<file path="config.mk">
export PLATFORM = sky130hd
export DESIGN_NAME = forwarding_hazard_unit
export DESIGN_NICKNAME = d
export VERILOG_FILES = /design/src/rtl/forwarding_hazard_unit_pkg.sv /design/src/rtl/forwarding_hazard_unit_priority_encoder.sv /design/src/rtl/forwarding_hazard_unit.sv
export SDC_FILE = /design/constraint.sdc
export NUM_CORES = 1
export LEC_CHECK = 0
export ABC_AREA = 1
export BUFFER_PORTS_ARGS = -buffer_cell sky130_fd_sc_hd__buf_4
export CAP_MARGIN = 15
export CORE_MARGIN = 1
export CORE_UTILIZATION = 42
export CTS_CLUSTER_SIZE = 8
export DETAILED_ROUTE_END_ITERATION = 10
export PLACE_DENSITY = 0.71
export SLEW_MARGIN = 20
export SYNTH_ARGS = -nofsm -noshare
export SYNTH_HDL_FRONTEND = slang
export SYNTH_SLANG_ARGS = --single-unit
</file>
<file path="constraint.sdc">
create_clock -name i_clock -period 2.1 [get_ports i_clock]
set_clock_uncertainty 0.05 [all_clocks]
set_input_delay 0.315 -clock i_clock [delete_from_list [all_inputs] [get_ports i_clock]]
set_output_delay 0.315 -clock i_clock [all_outputs]
set_load 0.01 [all_outputs]
</file>
<file path="src/rtl/forwarding_hazard_unit_pkg.sv">
// forwarding_hazard_unit_pkg: selector encoding shared by the forwarding unit and its encoder
package forwarding_hazard_unit_pkg;
  localparam int FWD_SEL_REGFILE = 0;
endpackage

</file>
<file path="src/rtl/forwarding_hazard_unit_priority_encoder.sv">
// forwarding_priority_encoder: nearest-first match of one operand against the tracking pipeline
module forwarding_priority_encoder
  import forwarding_hazard_unit_pkg::*;
#(
  parameter int AW = 5,
  parameter int N  = 2,
  parameter int SW = 2,
  parameter int LL = 1
) (
  input  logic [AW-1:0]        reg_addr,
  input  logic [N-1:0][AW-1:0] dest,
  input  logic [N-1:0]         we,
  input  logic [N-1:0]         load,
  output logic [SW-1:0]        selector,
  output logic                 load_hazard
);
  always_comb begin
    selector = SW'(FWD_SEL_REGFILE);
    load_hazard = 1'b0;
    for (int k = N - 1; k >= 0; k--) begin
      if (we[k] && dest[k] == reg_addr && reg_addr != '0) begin
        selector = SW'(N - k);
        load_hazard = load_hazard | (load[k] && k < LL);
      end
    end
  end
endmodule

</file>
<file path="src/rtl/forwarding_hazard_unit.sv">
// forwarding_hazard_unit: N-deep forwarding selectors, load-use stall and saturating stall counter
module forwarding_hazard_unit
  import forwarding_hazard_unit_pkg::*;
#(
  parameter int CANT_BITS_ADDR_REGISTROS = 5,
  parameter int CANT_ETAPAS_FWD          = 2,
  parameter int CANT_BITS_SELECTOR_MUX   = 2,
  parameter int LOAD_LATENCY             = 1,
  parameter int CANT_BITS_CONTADOR       = 32
) (
  input  logic                                i_clock,
  input  logic                                i_soft_reset,
  input  logic                                i_enable,
  input  logic                                i_flush,
  input  logic [CANT_BITS_ADDR_REGISTROS-1:0] i_rs_id,
  input  logic [CANT_BITS_ADDR_REGISTROS-1:0] i_rt_id,
  input  logic [CANT_BITS_ADDR_REGISTROS-1:0] i_rd_id,
  input  logic                                i_reg_write_id,
  input  logic                                i_mem_read_id,
  input  logic                                i_clear_contador,
  output logic [CANT_BITS_SELECTOR_MUX-1:0]   o_selector_mux_A,
  output logic [CANT_BITS_SELECTOR_MUX-1:0]   o_selector_mux_B,
  output logic                                o_stall,
  output logic [CANT_BITS_CONTADOR-1:0]       o_cant_stalls
);
  localparam int AW = CANT_BITS_ADDR_REGISTROS;
  localparam int N  = CANT_ETAPAS_FWD;
  localparam int SW = CANT_BITS_SELECTOR_MUX;
  logic [N-1:0][AW-1:0] t_dest;
  logic [N-1:0]         t_we;
  logic [N-1:0]         t_load;
  logic [SW-1:0]        sel_a, sel_b;
  logic                 haz_a, haz_b, bubble;
  forwarding_priority_encoder #(.AW(AW), .N(N), .SW(SW), .LL(LOAD_LATENCY)) u_fwd_rs (
    .reg_addr(i_rs_id), .dest(t_dest), .we(t_we), .load(t_load),
    .selector(sel_a), .load_hazard(haz_a)
  );
  forwarding_priority_encoder #(.AW(AW), .N(N), .SW(SW), .LL(LOAD_LATENCY)) u_fwd_rt (
    .reg_addr(i_rt_id), .dest(t_dest), .we(t_we), .load(t_load),
    .selector(sel_b), .load_hazard(haz_b)
  );
  // a flushed ID instruction never stalls, it is simply replaced by a bubble
  assign o_stall = !i_flush && (haz_a || haz_b);
  assign bubble  = i_flush || o_stall;
  always_ff @(posedge i_clock or negedge i_soft_reset) begin
    if (!i_soft_reset) begin
      t_dest <= '0;
      t_we <= '0;
      t_load <= '0;
      o_selector_mux_A <= SW'(FWD_SEL_REGFILE);
      o_selector_mux_B <= SW'(FWD_SEL_REGFILE);
    end else if (i_enable) begin
      for (int k = N - 1; k > 0; k--) begin
        t_dest[k] <= t_dest[k-1];
        t_we[k] <= t_we[k-1];
        t_load[k] <= t_load[k-1];
      end
      t_dest[0] <= bubble ? '0 : i_rd_id;
      t_we[0] <= !bubble && i_reg_write_id;
      t_load[0] <= !bubble && i_mem_read_id;
      o_selector_mux_A <= bubble ? SW'(FWD_SEL_REGFILE) : sel_a;
      o_selector_mux_B <= bubble ? SW'(FWD_SEL_REGFILE) : sel_b;
    end
  end
  always_ff @(posedge i_clock or negedge i_soft_reset) begin
    if (!i_soft_reset) o_cant_stalls <= '0;
    else if (i_clear_contador) o_cant_stalls <= '0;
    else if (i_enable && o_stall && !(&o_cant_stalls)) o_cant_stalls <= o_cant_stalls + 1'b1;
  end
endmodule

</file>
==> impl_metrics.py, run 1 <==
metrics = {
    "synthesis": {
        "ys_ff_latch": 49,
        "number_of_flops_mapped_to_enable_cells_by_yosys": 0,
        "synth_top_family_by_area": "simple AND/OR/NAND/NOR gates",
        "synth_mux_area_share_pct": 0,
        "syn_nets": 526,
        "synthTopCellsByCount": "nand2_1 (181), nor2_1 (72), nand3_1 (59), dfrtp_1 (49), inv_1 (43)",
        "synth.area.top_cells": "dfrtp_1 (37%), nand2_1 (21%), nand3_1 (8.9%)",
        "synth_cells": 503,
        "synth_top_cell_by_area": "dfrtp_1",
        "post-synth-top-count-cell": "nand2_1",
        "synth_cell_type_count": 31,
        "syn_area_um2": 3310,
        "yosys_most_used_dff": "dfrtp_1",
        "sequential_fraction_of_the_synthesis_area_pct": 37.0,
        "synth-xor-area-share_pct": 5.82,
        "synth-async-reset-ratio_pct": 100,
        "synth_compound_area_share_pct": 4.87,
        "synth_fa_ha_area_share_pct": 0.378,
        "synth.avg_cell_area_um2": 6.58,
        "synthesis.yosys.warnings": 0,
        "synth-simple-area-share_pct": 44.0,
        "yosysTopAreaCellShare_pct": 37.0,
    },
    "clock_network": {
        "clock_sink_count": 49,
        "cts.clk_slew.worst_paths_ps": 80,
        "h-tree-depth": 2,
        "worstSkewPairLatency_ps": 310,
        "cts_tree": "built",
        "tritoncts.num_buffers": 5,
        "root_driver": "clkbuf_8",
        "clock_tree.buffer_depth": 2,
    },
    "floorplan": {
        "die_h_um": 90.8,
        "placeable_core_region_um2": 7690,
        "horizontal_die_dimension_um": 90.8,
        "core.rowCount": 32,
        "initial_utilization_pct": 43.1,
        "die-area_um2": 8240,
        "top_level_ports": 59,
    },
    "setup_path": {
        "critical_path.top_delay_family": "simple AND/OR/NAND/NOR gates",
        "most_frequent_cp_cell": "nand2_1",
        "slowest_delay_ps": 450,
        "worst-setup-path-type": "reg -> reg",
        "timing.reg2reg.worst_path_depth": 11,
        "cp.depth": 11,
        "critPathCaptureType": "register",
        "worst_r2r_startpoint": "o_cant_stalls[8]$_DFFE_PN0P_",
        "timing.critical_path.slowest_stage_cell": "dfrtp_1",
        "crit_path_max_fanout": 7,
        "worstPathCellList": "nand2_1 > nor2_2 > nand2_1 > nor2_4 > nand3_1 > nand2_1 > inv_2 > nand3_4 > clkinvlp_4 > nand2_1 > nand2_1",
        "critPathArrivalTime_ps": 2070,
        "rrSetupSlack_ps": 180,
        "critPathLaunchType": "register",
        "cp.required_ps": 2240,
        "terminus_of_the_critical_flop_to_flop_path": "o_cant_stalls[3]$_DFFE_PN0P_",
        "path_buf_inv": 2,
    },
    "timing": {
        "achievable_freq_mhz": 520,
        "layout_worst_path_cycle_share_pct": 91.6,
        "setup_viol": 0,
        "timing_max_transition_violations_final": 0,
        "hold_violations": 0,
        "worst-slew-pin-transition_ps": 612,
        "worst_slack_ps": 177,
        "fin_crit_ps": 1920,
        "max_slew_margin_pct": 59.2,
    },
    "route": {
        "wire_per_inst_um": 12.8,
        "detailedRoute.firstIterationViolations": 160,
        "route.final.wire_length_um": 8630,
        "detail_route.vias_per_cell": 5.05,
        "antenna_violating_nets_left": 0,
        "route.vias.total": 3393,
        "drt_pass1_iterations": 4,
        "drc_errors": 0,
    },
    "power_and_ir_drop": {
        "power.static_leakage_nw": 1.94,
        "clock_power_share_pct": 30.1,
        "power.sequential.fraction_pct": 55.4,
        "total_power_mw": 1.81,
        "power.share.combinational_pct": 14.5,
        "power.switching_mw": 0.491,
        "power.density_nw_per_um2": 447,
        "pint_mw": 1.32,
        "switching_share_pct": 27.1,
        "peakVddDrop_v": 0.000311,
    },
    "place": {
        "placed_cells": 655,
        "dpl.hpwl_um": 6450,
        "place_worst_setup_slack_ps": 194,
        "place.port_buffers": 58,
        "gpl.final_weighted_congestion": 0.944,
    },
    "outcome": {
        "run_status": "complete, no violations",
    },
    "hold_path": {
        "timing.hold.worst.class": "in -> reg",
        "min_delay_path_depth": 3,
        "hold_path.startpoint": "i_mem_read_id",
        "hold_end": "t_load[0]$_DFFE_PN0P_",
    },
    "layout": {
        "insertedDiodeCount": 0,
        "finalNonFillerCells": 672,
        "final_layout_size_suffix_gt1_share_pct": 18.9,
        "nets": 592,
        "syn2layout_area_growth_pct": 22.1,
        "fillerInstances": 767,
    },
    "global_routing": {
        "wire_length_of_the_first_global_routing_pass_um": 15000,
        "grt_overflow": 0,
        "grt_use_total_pct": 22.0,
        "gr_util_met2_pct": 38.2,
        "grt_antenna_before_repair": 0,
        "top_usage_layer": "met2",
        "met1_usage_pct": 28.6,
        "grt_pass1_vias": 3233,
        "groute.layer.met3.usage_pct": 3.20,
        "grt_max_degree": 50,
    },
    "flow_run": {
        "drv_cap": 0,
    },
}
-- registers in the layout (all words and copies together), names as in the netlist --
register          count
o_cant_stalls        32
o_selector_mux_A      2
o_selector_mux_B      2
t_dest               10
t_load                1
t_we                  2
-- tightest hold or removal path, delay by kind of cell --
kind          cells  cell delay, ps
simple gates      2             110
buf+inv           1              70
-- power by group through the flow --
stage          combinational (mW)  clock (mW)  sequential, mW
2_1_floorplan               0.134           0            1.02
3_3_place_gp                0.231           0            1.02
3_5_place_dp                0.235           0            1.02
4_1_cts                     0.237       0.558            1.00
5_1_grt                     0.298       0.606            1.01
6_report                    0.262       0.545            1.00
-- logic make-up (layout without fill, tap and decap cells) --
kind of cell | count (synthesis) | in the layout
AO/OA/AOI/OAI | 28 | 28
buffers and inverters | 62 | 129
flip-flops | 49 | 49
AND/OR/NAND/NOR | 341 | 341
XOR/XNOR | 22 | 22
adder cells (fa/ha/maj) | 1 | 1
-- area by class of cell --
type,instances,area (µm²),area share [%]
clock buffer,8,80.1,1.98
multi-input combinational,392,1860,46.0
timing repair buffer,74,566,14.0
inverter,47,180,4.45
sequential,49,1230,30.4
tap,102,128,3.15
-- layout by cell type (no fill, tap or decap), types with 6 or more instances in the layout --
cell type	netlist	final
nor2_2	3	6
nor2_1	72	69
buf_4	3	71
o21ai_0	12	12
nor3_1	6	6
nand3_1	59	59
nand2_2	4	6
xor2_1	13	13
xnor2_1	9	8
dfrtp_1	49	45
nand2_1	181	179
inv_1	43	41
-- metal layers --
layer | share of wire (%) | vias to the layer above
li1 | - | 1721
met2 | 50 | 89
met3 | 4.3 | 15
met5 | 0 | -
met4 | 1.7 | 0
met1 | 44 | 1568
-- stage by stage --
stage | hold WS (ps) | utilization, % | TNS, ps | instance area, µm²
3_5_place_dp | 329 | 50.0 | 0 | 3840
2_1_floorplan | -30.6 | - | 0 | 3310
4_1_cts | 180 | 51.2 | 0 | 3930
5_1_grt | 196 | 52.6 | -3.14 | 4050
3_3_place_gp | 321 | 50.0 | 0 | 3840
6_report | 184 | 52.6 | 0 | 4050
-- worst max-delay path by stage --
stage / slack, ps / from / endpoint
after global routing: -3 / o_cant_stalls[8]$_DFFE_PN0P_ / o_cant_stalls[3]$_DFFE_PN0P_
after CTS: 50 / t_dest[2]$_DFFE_PN0P_ / o_stall
final: 180 / o_cant_stalls[8]$_DFFE_PN0P_ / o_cant_stalls[3]$_DFFE_PN0P_
after floorplan: 290 / o_cant_stalls[0]$_DFFE_PN0P_ / o_cant_stalls[30]$_DFFE_PN0P_
after global placement: 270 / o_cant_stalls[1]$_DFFE_PN0P_ / o_cant_stalls[20]$_DFFE_PN0P_
after detailed placement: 190 / o_cant_stalls[0]$_DFFE_PN0P_ / o_cant_stalls[23]$_DFFE_PN0P_
-- what timing repair did --
item                       CTS  global route
hold endpoints to repair    11             0
hold buffers                 1             0
gates resized for setup      0            17
setup endpoints to repair    0            30
buffers inserted             0             8
Note: power is estimated with default switching activity, not from simulation.
==> inputs of run 2 (changes only) <==
Settings changed: PLACE_DENSITY 0.71 to 0.73.
Clock period 2.1 ns to 1.7 ns, I/O delays scaled along.
==> run 2 against run 1 <==
Compared with the run above: register-to-register slack worse by 480 ps; combinational power up 73%; critical path type unchanged; die area unchanged; the run now ends with negative setup slack left; critical path depth up 2.
==> impl_metrics.py, run 2 (synthesized netlist as in run 1, its figures left out) <==
metrics = {
    "layout": {
        "syn2layout_area_growth_pct": 50.0,
        "largest_register": "o_cant_stalls",
        "largest_register_ffs": 32,
        "final_layout_size_suffix_gt1_share_pct": 36.9,
        "insertedDiodeCount": 0,
        "final_cell_mix": "nand2_1 (151), buf_4 (133), nor2_1 (66), dfrtp_1 (46), nand3_1 (40)",
        "largestRegisters": "o_cant_stalls (32), t_dest (10)",
        "nets": 670,
        "layout.cells.most_common": "nand2_1",
        "post_route_cell_area_um2": 4970,
        "finalNonFillerCells": 749,
    },
    "clock_network": {
        "clock_sink_count": 49,
        "worstSkewPairLatency_ps": 310,
        "cts.clk_slew.worst_paths_ps": 100,
        "tritoncts.num_buffers": 5,
        "clock_tree.buffer_depth": 2,
        "cts_tree": "built",
        "root_driver": "clkbuf_8",
        "h-tree-depth": 2,
    },
    "setup_path": {
        "timing.critical_path.slowest_stage_cell": "dfrtp_1",
        "slowest_delay_ps": 410,
        "critPathLaunchType": "register",
        "crit_path_max_fanout": 6,
        "worst-setup-path-type": "reg -> reg",
        "cp.required_ps": 1890,
        "path_buf_inv": 4,
        "critical_path.top_delay_family": "simple AND/OR/NAND/NOR gates",
        "timing.reg2reg.worst_path_depth": 13,
        "most_frequent_cp_cell": "buf_6",
        "worstPathCellList": "buf_6 > nand2_1 > nand3_2 > nor2_2 > nand3_1 > nand2_2 > buf_6 > buf_6 > nand3_4 > buf_12 > nand2_8 > nand2_2 > nand2_1",
        "cp.depth": 13,
        "critPathArrivalTime_ps": 2200,
        "critPathCaptureType": "register",
    },
    "floorplan": {
        "core.rowCount": 32,
        "initial_utilization_pct": 43.1,
        "top_level_ports": 59,
        "placeable_core_region_um2": 7690,
        "horizontal_die_dimension_um": 90.8,
        "die-area_um2": 8240,
        "die_h_um": 90.8,
    },
    "hold_path": {
        "timing.hold.worst.class": "in -> reg",
        "min_delay_path_depth": 3,
    },
    "global_routing": {
        "grt_use_total_pct": 25.4,
        "grt_antenna_before_repair": 0,
        "grt_max_degree": 50,
        "grt_pass1_vias": 3694,
        "grt_overflow": 0,
        "wire_length_of_the_first_global_routing_pass_um": 17000,
    },
    "power_and_ir_drop": {
        "peakVddDrop_v": 0.000322,
        "power.static_leakage_nw": 2.46,
        "clock_power_share_pct": 33.1,
        "power.share.combinational_pct": 17.9,
        "power.sequential.fraction_pct": 49.0,
        "total_power_mw": 2.53,
        "power.density_nw_per_um2": 510,
        "power.switching_mw": 0.704,
        "switching_share_pct": 27.8,
        "pint_mw": 1.83,
    },
    "route": {
        "drt_pass1_iterations": 5,
        "route.vias.total": 3999,
        "route.final.wire_length_um": 11100,
        "detail_route.vias_per_cell": 5.34,
        "detailedRoute.firstIterationViolations": 288,
        "drc_errors": 0,
        "wire_per_inst_um": 14.9,
        "antenna_violating_nets_left": 0,
    },
    "outcome": {
        "run_status": "finished, violations left",
        "violations": "negative setup slack",
    },
    "place": {
        "place_worst_setup_slack_ps": -189,
        "place.port_buffers": 58,
        "gpl.final_weighted_congestion": 0.974,
        "dpl.hpwl_um": 7200,
        "placed_cells": 714,
        "dpl_cell_area_um2": 4290,
    },
    "timing": {
        "worst-slew-pin-transition_ps": 905,
        "achievable_freq_mhz": 499,
        "fin_crit_ps": 2000,
        "worst_slack_ps": -305,
        "hold_violations": 0,
        "setup_viol": 34,
        "layout_worst_path_cycle_share_pct": 118,
        "max_slew_margin_pct": 39.3,
        "timing_max_transition_violations_final": 0,
        "setup_repair_after_global_routing_missed_its_margin": "yes",
    },
    "flow_run": {
        "drv_cap": 0,
    },
}
-- run 2: worst paths after layout --
kind	startpoint	end	slack [ps]
max	t_dest[1]$_DFFE_PN0P_	o_cant_stalls[31]$_DFFE_PN0P_	-300
min	i_rd_id[1]	t_dest[1]$_DFFE_PN0P_	130
max reg2reg	t_dest[1]$_DFFE_PN0P_	o_cant_stalls[31]$_DFFE_PN0P_	-300
min reg2reg	o_selector_mux_A[0]$_DFFE_PN0P_	o_selector_mux_A[0]$_DFFE_PN0P_	450
max in group asynchronous	i_soft_reset	t_dest[2]$_DFFE_PN0P_	670
min in group asynchronous	i_soft_reset	t_dest[4]$_DFFE_PN0P_	460
-- run 2: cell type report --
cell class	instances	area (µm²)
fillers	648	2720
multi-input cells	396	2130
flip-flops and latches	49	1230
repair buffers	148	1190
inverters	47	183
well taps	102	128
clock buffers	5	68.8
clock inverters	2	35.0
-- run 2: routing by layer --
metal | GRT usage, % | routed length, µm
met5 | 0 | 0
met4 | 10.3 | 465
met3 | 2.78 | 640
met2 | 43.8 | 5510
met1 | 32.2 | 4530
-- run 2: per-stage QoR --
step,utilization [%],setup TNS (ps),hold slack [ps]
5_1_grt,64.6,-10240,144
2_1_floorplan,-,-2140,-90.6
3_5_place_dp,55.8,-4310,274
6_report,64.6,-8550,131
3_3_place_gp,55.8,-1680,264
4_1_cts,60.1,-7450,132
-- run 2: repair_timing --
item / 4_1_cts / 5_1_grt
pin swaps: 11 / 32
buffers inserted: 15 / 6
cloned: 2 / 5
resized for setup: 26 / 64
hold buffers: 1 / 0
setup endpoints to repair: 44 / 44
hold endpoints to repair: 49 / 0
-- run 2: tightest hold or removal path, delay by kind of cell --
kind / cells / cell delay, ps
buf+inv: 1 / 80
compound gates: 1 / 70
simple gates: 1 / 50
-- run 2: power groups by stage --
stage / Clock [mW] / Sequential (mW) / Combinational [mW]
2_1_floorplan: 0 / 1.26 / 0.167
3_3_place_gp: 0 / 1.26 / 0.333
3_5_place_dp: 0 / 1.26 / 0.341
4_1_cts: 0.845 / 1.24 / 0.391
5_1_grt: 0.897 / 1.24 / 0.492
6_report: 0.840 / 1.24 / 0.453
==> inputs of run 3 (changes only) <==
Settings changed: REMOVE_ABC_BUFFERS set to 1.
==> run 3 against run 2 <==
Compared with the run above: the run still ends with negative setup slack left; total power down 8.6%; via count fell by 6.1%; worst setup slack gained 64 ps; core utilization is 2.3 points lower; largest power group unchanged; final cell count shrank 0.40%; largest cell class unchanged; clock-buffer cell count unchanged; register-to-register slack improved by 70 ps; die area is the same; cell area is 3.5% lower; non-clock buffer count down 1; highest routed layer unchanged; critical path type is now reg -> out; first-iteration DRC count shrank 41%.
==> impl_metrics.py, run 3 (synthesized netlist as in run 1, its figures left out) <==
metrics = {
    "floorplan": {
        "die_h_um": 90.8,
        "horizontal_die_dimension_um": 90.8,
        "initial_utilization_pct": 43.1,
        "top_level_ports": 59,
        "core.rowCount": 32,
        "die-area_um2": 8240,
        "placeable_core_region_um2": 7690,
    },
    "global_routing": {
        "grt_max_degree": 50,
        "grt_overflow": 0,
        "grt_use_total_pct": 26.2,
        "wire_length_of_the_first_global_routing_pass_um": 17300,
        "grt_pass1_vias": 3698,
        "grt_antenna_before_repair": 0,
    },
    "timing": {
        "fin_crit_ps": 1940,
        "layout_worst_path_cycle_share_pct": 114,
        "hold_ws_ps": 133,
        "worst_slack_ps": -241,
        "worst-slew-pin-transition_ps": 652,
        "max_slew_margin_pct": 56.5,
        "setup_viol": 33,
        "setup_repair_after_global_routing_missed_its_margin": "yes",
        "achievable_freq_mhz": 515,
        "fin_setup_tns_ps": -6410,
        "timing_max_transition_violations_final": 0,
        "hold_violations": 0,
    },
    "hold_path": {
        "timing.hold.worst.class": "in -> reg",
        "min_delay_path_depth": 3,
        "hold_path.startpoint": "i_rd_id[3]",
    },
    "clock_network": {
        "tritoncts.num_buffers": 5,
        "cts.clk_slew.worst_paths_ps": 80,
        "root_driver": "clkbuf_8",
        "cts_tree": "built",
        "h-tree-depth": 2,
        "worstSkewPairLatency_ps": 310,
        "clock_tree.buffer_depth": 2,
        "clock_sink_count": 49,
    },
    "setup_path": {
        "worst_r2r_startpoint": "t_dest[3]$_DFFE_PN0P_",
        "path_buf_inv": 4,
        "cp.required_ps": 1390,
        "timing.critical_path.slowest_stage_cell": "dfrtp_1",
        "worstPathCellList": "nand2_1 > nand2_1 > inv_1 > nand2_1 > nor2_2 > nand3_1 > nand2_2 > buf_6 > nand2_4 > inv_2 > buf_6",
        "critPathLaunch": "t_dest[3]$_DFFE_PN0P_",
        "crit_path_max_fanout": 4,
        "most_frequent_cp_cell": "nand2_1",
        "critical_path.top_delay_family": "simple AND/OR/NAND/NOR gates",
        "critPathLaunchType": "register",
        "slowest_delay_ps": 440,
        "critPathArrivalTime_ps": 1640,
        "worst-setup-path-type": "reg -> out",
        "cp.depth": 11,
        "critPathCaptureType": "output port",
        "timing.reg2reg.worst_path_depth": 14,
    },
    "layout": {
        "utilization_of_the_core_after_routing_pct": 62.4,
        "syn2layout_area_growth_pct": 44.7,
        "nets": 668,
        "finalNonFillerCells": 746,
        "largest_register_ffs": 32,
        "layout.cells.most_common": "nand2_1",
        "seq_area_um2": 1230,
        "multi_input_comb_area_um2": 2040,
        "final_cell_mix": "nand2_1 (159), buf_4 (141), nor2_1 (67), nand3_1 (52), dfrtp_1 (48)",
        "insertedDiodeCount": 0,
        "largestRegisters": "o_cant_stalls (32), t_dest (10)",
        "fillerInstances": 713,
        "final_layout_size_suffix_gt1_share_pct": 33.1,
        "largest_register": "o_cant_stalls",
    },
    "power_and_ir_drop": {
        "peakVddDrop_v": 0.000349,
        "power.static_leakage_nw": 2.42,
        "total_power_mw": 2.32,
        "power.density_nw_per_um2": 483,
    },
    "flow_run": {
        "drv_cap": 0,
    },
    "outcome": {
        "run_status": "finished, violations left",
        "violations": "negative setup slack",
    },
    "route": {
        "detailedRoute.firstIterationViolations": 170,
        "wire_per_inst_um": 14.1,
        "route.final.wire_length_um": 10500,
        "drc_errors": 0,
        "detail_route.vias_per_cell": 5.03,
        "route.vias.total": 3756,
        "antenna_violating_nets_left": 0,
        "drt_pass1_iterations": 4,
    },
    "place": {
        "placed_cells": 719,
        "gpl.final_weighted_congestion": 0.930,
        "dpl.hpwl_um": 7290,
        "place.port_buffers": 58,
    },
}
-- run 3: final timing paths --
| path | end | slack [ps] |
|---|---|---|
| min | t_dest[3]$_DFFE_PN0P_ | 130 |
| max | o_stall | -240 |
| min reg2reg | o_selector_mux_B[0]$_DFFE_PN0P_ | 440 |
| min in group asynchronous | o_cant_stalls[5]$_DFFE_PN0P_ | 470 |
| max in group asynchronous | o_cant_stalls[12]$_DFFE_PN0P_ | 680 |
| max reg2reg | o_cant_stalls[25]$_DFFE_PN0P_ | -230 |
-- run 3: worst register-to-register path, cell delays in order, from the launching register on --
cell and delay (ps):
dfrtp_1 440, nand2_1 100, nand2_1 50, inv_1 40, nand2_1 50, nor2_2 130
nand3_1 100, nand2_2 100, buf_6 110, buf_6 90, nand3_4 140, buf_12 190
nand2_8 120, nand2_2 80, nand2_2 70
-- run 3: per-layer routing --
metal,wire length (µm),track usage (%),vias to the layer above
li1,-,-,1865
met1,4460,32.9,1762
met2,5420,47.0,117
met3,537,3.45,12
met4,125,7.28,0
met5,0,0,-
-- run 3: power by group --
group	switching, mW	total, mW	internal (mW)
clock network	0.390	0.662	0.272
logic	0.232	0.414	0.182
registers	0.0389	1.24	1.20
-- run 3: what timing repair did --
action | in CTS | in global routing
setup endpoints to repair | 44 | 44
gates resized for setup | 32 | 26
hold endpoints to repair | 49 | 0
pin swaps | 8 | 21
hold buffers | 1 | 0
cloned | 2 | 1
setup buffers | 8 | 9
-- run 3: metrics by stage --
step                      cell area [µm²]  setup slack (ps)
after CTS                            4610              -214
after global placement               4320              -173
final                                4790              -241
after global routing                 4790              -362
after detailed placement             4320              -200
after floorplan                      3230              -269
-- run 3: area by class of cell --
cell class | count | share of cell area (%)
Multi-Input combinational cell | 395 | 42.6
Clock buffer | 5 | 1.44
Sequential cell | 49 | 25.6
Timing Repair Buffer | 147 | 23.8
Clock inverter | 1 | 0.104
Tap cell | 102 | 2.66
Inverter | 47 | 3.76
